<file path="src/rtl/double_pulse_monitor.sv">
// Receive-side checker for a double-pulse gate waveform.
// Measures first high, gap and second high widths in clk cycles, checks each
// against an expected window, and reports a pass flag plus fault bits per shot.
module double_pulse_monitor #(
  parameter int unsigned CNT_W   = 24,
  parameter int unsigned H1_EXP  = 4000,
  parameter int unsigned L1_EXP  = 800,
  parameter int unsigned H2_EXP  = 1200,
  parameter int unsigned TOL     = 8,
  parameter int unsigned TIMEOUT = 400000,
  parameter int unsigned QUIET   = 40000
) (
  input  logic             clk,
  input  logic             rst,
  input  logic             gate_in,
  input  logic             arm,
  output logic [CNT_W-1:0] meas_h1,
  output logic [CNT_W-1:0] meas_l1,
  output logic [CNT_W-1:0] meas_h2,
  output logic             done,
  output logic             pass,
  output logic [4:0]       err,
  output logic             busy
);

  localparam logic [CNT_W-1:0] H1_LO   = CNT_W'(H1_EXP - TOL);
  localparam logic [CNT_W-1:0] H1_HI   = CNT_W'(H1_EXP + TOL);
  localparam logic [CNT_W-1:0] L1_LO   = CNT_W'(L1_EXP - TOL);
  localparam logic [CNT_W-1:0] L1_HI   = CNT_W'(L1_EXP + TOL);
  localparam logic [CNT_W-1:0] H2_LO   = CNT_W'(H2_EXP - TOL);
  localparam logic [CNT_W-1:0] H2_HI   = CNT_W'(H2_EXP + TOL);
  localparam logic [CNT_W-1:0] TO_LIM  = CNT_W'(TIMEOUT);
  localparam logic [CNT_W-1:0] QT_LIM  = CNT_W'(QUIET);
  localparam logic [CNT_W-1:0] CNT_MAX = {CNT_W{1'b1}};
  localparam logic [CNT_W-1:0] CNT_ONE = CNT_W'(1);

  typedef enum logic [2:0] {
    IDLE = 3'd0,
    H1   = 3'd1,
    L1   = 3'd2,
    H2   = 3'd3,
    TAIL = 3'd4
  } state_t;

  state_t           state, state_nxt;
  logic             s1, s2, d;
  logic             rise, fall;
  logic [CNT_W-1:0] cnt, cnt_nxt, cnt_inc;
  logic [CNT_W-1:0] meas_h1_nxt, meas_l1_nxt, meas_h2_nxt;
  // measured-in-this-shot flags: {h2, l1, h1}
  logic [2:0]       mflag, mflag_nxt;
  logic             acc_extra, acc_extra_nxt;
  logic             acc_to, acc_to_nxt;
  logic             finish_c;
  logic             bad_h1, bad_l1, bad_h2;
  logic [4:0]       err_c;

  // Two-flop synchronizer plus delay flop for edge detection
  always_ff @(posedge clk or posedge rst) begin
    if (rst) begin
      s1 <= 1'b0;
      s2 <= 1'b0;
      d  <= 1'b0;
    end else begin
      s1 <= gate_in;
      s2 <= s1;
      d  <= s2;
    end
  end

  assign rise    = s2 & ~d;
  assign fall    = ~s2 & d;
  assign cnt_inc = (cnt == CNT_MAX) ? cnt : cnt + CNT_ONE;

  // State register
  always_ff @(posedge clk or posedge rst) begin
    if (rst) state <= IDLE;
    else     state <= state_nxt;
  end

  // Next-state, counter and measurement capture
  always_comb begin
    state_nxt     = state;
    cnt_nxt       = cnt;
    meas_h1_nxt   = meas_h1;
    meas_l1_nxt   = meas_l1;
    meas_h2_nxt   = meas_h2;
    mflag_nxt     = mflag;
    acc_extra_nxt = acc_extra;
    acc_to_nxt    = acc_to;
    finish_c      = 1'b0;
    case (state)
      IDLE: begin
        if (rise && arm) begin
          state_nxt     = H1;
          cnt_nxt       = CNT_ONE;
          mflag_nxt     = 3'b000;
          acc_extra_nxt = 1'b0;
          acc_to_nxt    = 1'b0;
        end
      end
      H1: begin
        if (fall) begin
          meas_h1_nxt  = cnt;
          mflag_nxt[0] = 1'b1;
          cnt_nxt      = CNT_ONE;
          state_nxt    = L1;
        end else if (cnt >= TO_LIM) begin
          acc_to_nxt = 1'b1;
          finish_c   = 1'b1;
          state_nxt  = IDLE;
        end else begin
          cnt_nxt = cnt_inc;
        end
      end
      L1: begin
        if (rise) begin
          meas_l1_nxt  = cnt;
          mflag_nxt[1] = 1'b1;
          cnt_nxt      = CNT_ONE;
          state_nxt    = H2;
        end else if (cnt >= TO_LIM) begin
          acc_to_nxt = 1'b1;
          finish_c   = 1'b1;
          state_nxt  = IDLE;
        end else begin
          cnt_nxt = cnt_inc;
        end
      end
      H2: begin
        if (fall) begin
          meas_h2_nxt  = cnt;
          mflag_nxt[2] = 1'b1;
          cnt_nxt      = CNT_ONE;
          state_nxt    = TAIL;
        end else if (cnt >= TO_LIM) begin
          acc_to_nxt = 1'b1;
          finish_c   = 1'b1;
          state_nxt  = IDLE;
        end else begin
          cnt_nxt = cnt_inc;
        end
      end
      TAIL: begin
        if (rise) begin
          acc_extra_nxt = 1'b1;
          finish_c      = 1'b1;
          state_nxt     = IDLE;
        end else if (cnt >= QT_LIM) begin
          finish_c  = 1'b1;
          state_nxt = IDLE;
        end else begin
          cnt_nxt = cnt_inc;
        end
      end
      default: state_nxt = IDLE;
    endcase
  end

  // Window checks only for phases measured in the current shot
  assign bad_h1 = mflag_nxt[0] && ((meas_h1_nxt < H1_LO) || (meas_h1_nxt > H1_HI));
  assign bad_l1 = mflag_nxt[1] && ((meas_l1_nxt < L1_LO) || (meas_l1_nxt > L1_HI));
  assign bad_h2 = mflag_nxt[2] && ((meas_h2_nxt < H2_LO) || (meas_h2_nxt > H2_HI));
  assign err_c  = {acc_extra_nxt, acc_to_nxt, bad_h2, bad_l1, bad_h1};

  // Datapath and registered result outputs
  always_ff @(posedge clk or posedge rst) begin
    if (rst) begin
      cnt       <= '0;
      meas_h1   <= '0;
      meas_l1   <= '0;
      meas_h2   <= '0;
      mflag     <= 3'b000;
      acc_extra <= 1'b0;
      acc_to    <= 1'b0;
      err       <= 5'b00000;
      pass      <= 1'b0;
      done      <= 1'b0;
      busy      <= 1'b0;
    end else begin
      cnt       <= cnt_nxt;
      meas_h1   <= meas_h1_nxt;
      meas_l1   <= meas_l1_nxt;
      meas_h2   <= meas_h2_nxt;
      mflag     <= mflag_nxt;
      acc_extra <= acc_extra_nxt;
      acc_to    <= acc_to_nxt;
      done      <= finish_c;
      busy      <= (state_nxt != IDLE);
      if (finish_c) begin
        err  <= err_c;
        pass <= (err_c == 5'b00000);
      end
    end
  end

endmodule

</file>
<file path="config.mk">
export PLATFORM = sky130hd
export DESIGN_NAME = double_pulse_monitor
export DESIGN_NICKNAME = d
export VERILOG_FILES = /design/src/rtl/double_pulse_monitor.sv
export SDC_FILE = /design/constraint.sdc
export NUM_CORES = 1
export LEC_CHECK = 0
export BUFFER_PORTS_ARGS = -buffer_cell sky130_fd_sc_hd__buf_2
export CAP_MARGIN = 10
export CORE_MARGIN = 5
export CORE_UTILIZATION = 49
export DETAILED_ROUTE_END_ITERATION = 6
export GPL_TIMING_DRIVEN = 0
export PLACE_DENSITY = 0.7
export SETUP_SLACK_MARGIN = 0.02
export SLEW_MARGIN = 20
export SYNTH_ARGS = -nofsm -noshare
export SYNTH_HDL_FRONTEND = slang
export SYNTH_SLANG_ARGS = --single-unit
</file>
<file path="constraint.sdc">
create_clock -name clk -period 3.9 [get_ports clk]
set_input_delay 0.195 -clock clk [delete_from_list [all_inputs] [get_ports clk]]
set_output_delay 0.195 -clock clk [all_outputs]
set_load 0.02 [all_outputs]
</file>
# [Word-level counts from Yosys, hierarchy flattened]
# Cells that the tools add are included.
[op_classes] addsub=1 magnitude_cmp=8 n_eq_ne=8 muxes=43 n_bitwise=4 reduce_logical=13
[ops] operator="$mux W24" count=13
[ops] operator="$pmux W24 S4" count=1
[ops] operator="$add A24 B1 Y24 const B" count=1
[ops] operator="$eq A24 B24 Y1 const B" count=1
[ops] operator="$ge A24 B16 Y1 const B" count=1
[ops] operator="$ge A24 B19 Y1 const B" count=1
[ops] operator="$gt A24 B10 Y1 const B" count=1
[ops] operator="$gt A24 B11 Y1 const B" count=1
[ops] operator="$gt A24 B12 Y1 const B" count=1
[ops] operator="$lt A24 B10 Y1 const B" count=1
[ops] operator="$lt A24 B11 Y1 const B" count=1
[ops] operator="$lt A24 B12 Y1 const B" count=1
[ops] operator="$mux W3" count=8
[ops] operator="$pmux W3 S5" count=1
[ops] operator="$mux W1" count=14
[ops] operator="$pmux W1 S2" count=4
[ops] operator="$eq A3 B2 Y1 const B" count=2
[ops] operator="$ne A2 B2 Y1 const B" count=3
[ops] operator="$pmux W1 S3" count=2
[ops] operator="$logic_not A5 Y1" count=1
[ops] operator="$logic_and A1 B1 Y1" count=4
[ops] operator="$reduce_and A4 Y1" count=1
[ops] operator="$reduce_bool A4 Y1" count=1
[ops] operator="$eq A3 B1 Y1 const B" count=1
[ops] operator="other kinds (7)" count=11
[word_totals] register_bits=115 input_bits=4 out_inout_bits=80 wordCells=92

# [Depth between registers and ports, before layout]
[depth] ltp_word=8 ltp_mapped=8

# [Least setup slack after synthesis]
# Ideal clock, no wire load.
[synth_timing] path_kind="flip-flop to flip-flop" startpoint="register meas_h1[15]" endpoint="register err[0]" arrival_time_ns=1.922 required_time_ns=3.775 slack_ns=1.854 stages_incl_launch_ff=6 path_buffers=0 period_less_slack_ns=2.046 path_cell_list="dfrtp_1 -> or4_1 -> or4_1 -> o22ai_1 -> a21boi_0 -> mux2_2"
[synth_via] elab_chain_len=5
[synth_lines] item="from (decl)" line="17" source="output logic [CNT_W-1:0] meas_h1,"
[synth_lines] item="from (signal assigned)" line="182" source="meas_h1 <= meas_h1_nxt;"
[synth_lines] item="$mux W24" line="103" source="if (fall) begin"
[synth_lines] item="$mux W24 *" line="92" source="case (state)"
[synth_lines] item="$lt A24 B12 Y1 / $gt A24 B12 Y1 (equally long branches)" line="161" source="assign bad_h1 = mflag_nxt[0] && ((meas_h1_nxt < H1_LO) || (meas_h1_nxt > H1_HI));"
[synth_lines] item="$logic_or A1 B1 Y1 *" line="161"
[synth_lines] item="$logic_and A1 B1 Y1 *" line="161"
[synth_lines] item="to (signal assigned)" line="191" source="err <= err_c;"
[synth_lines] item="to (decl)" line="22" source="output logic [4:0] err,"
# Every way passes the cells marked *; elsewhere a longest branch is shown, timed or not.
# A chain may end at the register's enable or synchronous reset.

# [Final worst setup path]
[layout_timing] startpoint="register state[2]" endpoint="register err[1]"
[layout_via] elab_chain_len=5
[layout_lines] item="from (decl)" line="45" source="state_t state, state_nxt;"
[layout_lines] item="from (signal assigned)" line="78" source="else state <= state_nxt;"
[layout_lines] item="$eq A3 B2 Y1" line="92"
[layout_lines] item="$mux W24" line="92"
[layout_lines] item="$lt A24 B10 Y1 / $gt A24 B10 Y1 (equally long branches)" line="162" source="assign bad_l1 = mflag_nxt[1] && ((meas_l1_nxt < L1_LO) || (meas_l1_nxt > L1_HI));"
[layout_lines] item="$logic_or A1 B1 Y1" line="162"
[layout_lines] item="$logic_and A1 B1 Y1" line="162"
# Several ways; a longest one is shown, not always the timed one.

==> qor.yml <==
run_status:
  status: "finished clean"
synth:
  synth_cells: 489
  synthArstFlopShare: 1.000
  yosysTopAreaCell: "dfrtp_1"
  yosysUniqueCellTypes: 65
  synthTopCellsByArea: "dfrtp_1 (52%), mux2_2 (14%), a21oi_1 (2.4%)"
  yosysWarningCount: 0
  synth.most_common_cell: "dfrtp_1"
  yosysTopAreaCellShare: 0.5225
  ys_ff_latch: 115
  seq_area_frac_synth: 0.5225
  syn_area_um2: 5508
  synth_edf_count: 0
  avgSynthCellArea_um2: 11.26
  syn-num-nets: 495
  synth_common_cells: "dfrtp_1 (115), mux2_2 (70), nand2_1 (33), a21oi_1 (26)"
  synth_flop_cell: "dfrtp_1"
floorplan:
  coreArea_um2: 10940
  dieWidth_um: 116.0
  pin_count: 84
  num_rows: 38
  die_h_um: 116.0
  start_util: 0.5037
  die-area_um2: 13460
critical_path:
  startpoint_type: "flop"
  critPathMaxStageDelay_ns: 0.92
  cp_cell_sequence: "buf_1 -> nor3_1 -> nand4_1 -> o31ai_1 -> a31oi_1 -> mux2_2"
  reg2reg_to: "err[1]$_DFFE_PP0P_"
  r2r_setup_slack_ns: 1.40
  critical_path.top_delay_family: "simple AND/OR/NAND/NOR gates"
  worstPathArrival_ns: 2.80
  r2r_start: "state[2]$_DFF_PP0_"
  path_class: "reg2reg"
  crit_fanout: 10
  cp_num_buf_inv: 1
  worstSetupEndpointType: "flop"
  crit_slowest_cell: "nor3_1"
  required_ns: 4.20
  reg2reg_depth: 6
grt:
  grt_max_degree: 65
  grt_remaining_overflow: 0
  grt_pass1_vias: 4596
  grt_pass1_wl_um: 25470
  antenna_found_initial: 0
  track_usage: 0.2535
placed_design:
  portBuffers: 83
  dpl.hpwl_um: 11230
  pre_cts_ws_ns: 1.400
  post_dp_cell_area_um2: 6131
  place.gp.congestion: 0.9349
timing:
  fmax_ghz: 0.3994
  relSlewSlack: 0.2705
  slew_viol_final: 0
  layout_worst_path_cycle_share: 0.6420
  fin_ws_ns: 1.396
  finalCriticalPeriod_ns: 2.504
  rsz0062_at_grt: "false"
  skew_ns: 0.01064
  setup_viol: 0
  worst_pin_slew_ns: 1.086
  hold_viol: 0
detailed_routing:
  final_antenna_net_count: 0
  drc: 0
  drtPass1Iterations: 5
  wire_per_inst_um: 21.53
  wl_um: 16080
  vias: 4496
  routed_via_density: 6.019
  drt_iter0_drc: 335
cells_and_area:
  utilization: 0.6162
  fillers: 919
  area_delta_synth_final_pct: 22.35
  multi_input_area_um2: 2412
  seqCellArea_um2: 2878
  stdcell_area_um2: 6739
  diodes: 0
  layout-drive-gt1-share: 0.3624
  nets: 600
clock_network:
  postCtsSetupBuffers: 0
  cts_max_path_buffers: 2
  cts.sinks: 115
  clkTransAtPathRegs_ns: 0.06
  htreeDepth: 4
  cts_root_buf: "clkbuf_16"
  cts_buffers: 17
  cts_tree: "yes"
  clkLatencyLatePin_ns: 0.42
  cts_hold_buffers: 2
  postCtsResizedCells: 0
hold_path:
  min_to: "mflag[0]$_DFF_PP0_"
  min_from: "arm"
  min_path_cells: 3
  hp-class: "in2reg"
job:
  maxCapViolations: 0
pwr:
  p_leak_nw: 3.272
  peakVddDrop_uv: 437.2
  power_density_nw_per_um2: 706.5
## metal layers
metal / vias up / global-route usage / wire [µm]
met5: - / 0 / 0
met4: 0 / 0.1121 / 503
met3: 35 / 0.06945 / 1167
met2: 195 / 0.3840 / 7287
met1: 2242 / 0.3428 / 7122
li1: 2024 / - / -
## through the flow
stage,TNS (ns),hold WS (ns),power [mW],instances
floorplan,0,0.2264,2.680,489
global placement,-67.05,0.3051,3.184,712
detailed placement,0,0.3069,3.210,713
CTS,0,0.1822,4.765,747
global route,0,0.2087,4.994,747
finish,0,0.2008,4.761,747
## worst min-delay path: stages
cell    delay (ns)
buf_2         0.10
and3_1        0.21
nor2_1        0.08
## where the power goes
part / leakage (nW) / total, mW / internal [mW] / switching, mW
sequential: 1.56 / 1.63 / 1.44 / 0.186
clock: 0.278 / 1.54 / 0.972 / 0.569
combinational: 1.44 / 1.59 / 0.561 / 1.03
total: 3.27 / 4.76 / 2.98 / 1.78
## worst max path at each step
stage	from	end	slack, ns	depth (start not counted)
2_1_floorplan	rst	acc_extra$_DFF_PP0_	0.66	1
3_3_place_gp	rst	done$_DFF_PP0_	-0.59	2
3_5_place_dp	state[2]$_DFF_PP0_	err[1]$_DFFE_PP0P_	1.40	6
4_1_cts	state[2]$_DFF_PP0_	err[1]$_DFFE_PP0P_	1.39	6
5_1_grt	cnt[20]$_DFFE_PP0P_	cnt[17]$_DFFE_PP0P_	1.24	7
6_report	state[2]$_DFF_PP0_	err[1]$_DFFE_PP0P_	1.40	6
## registers in the layout, summed over array words and instances, names as in the netlist
register	count
d	1
s2	1
meas_h2	24
acc_to	1
meas_l1	24
pass	1
cnt	24
err	5
acc_extra	1
state	3
meas_h1	24
done	1
mflag	3
busy	1
s1	1
## cells by family (layout without fill, tap and decap cells)
group | after synthesis | after routing | synth area share
and+or+nand+nor | 148 | 148 | 0.1513
DFF | 115 | 115 | 0.5225
AOI/OAI and AO/OA | 106 | 106 | 0.1354
muxes | 72 | 72 | 0.1468
buffers and inverters | 46 | 164 | 0.03953
adders and majority gates | 2 | 2 | 0.004543
## cell type report
type	instances	share of cell area
buffer	33	0.02506
clock inverter	12	0.01949
timing repair buffer	86	0.06870
tap	140	0.02599
sequential	115	0.4270
clock buffer	20	0.06777
inverter	13	0.007984
multi-input combinational	328	0.3580
## placed cells by master, fill, tap and decap left out, drive strengths merged, types with 3 or more instances in the layout
master / synthesis / layout
a211oi: 7 / 7
a21oi: 27 / 27
a31oi: 9 / 9
a41oi: 4 / 4
and2: 4 / 4
and3: 4 / 4
and4: 5 / 5
buf: 21 / 105
clkbuf: 12 / 32
clkinv: 0 / 5
clkinvlp: 0 / 4
dfrtp: 115 / 115
inv: 13 / 14
mux2: 70 / 70
nand2: 33 / 33
nand2b: 4 / 4
nand3: 13 / 13
nand4: 11 / 11
nor2: 23 / 23
nor2b: 9 / 9
nor3: 10 / 10
nor4: 9 / 9
nor4b: 8 / 8
o2111ai: 3 / 3
o211ai: 7 / 7
o21ai: 24 / 24
o22ai: 4 / 4
o31ai: 5 / 5
or3: 4 / 4
or4: 3 / 3
(Power assumes the default switching activity.)
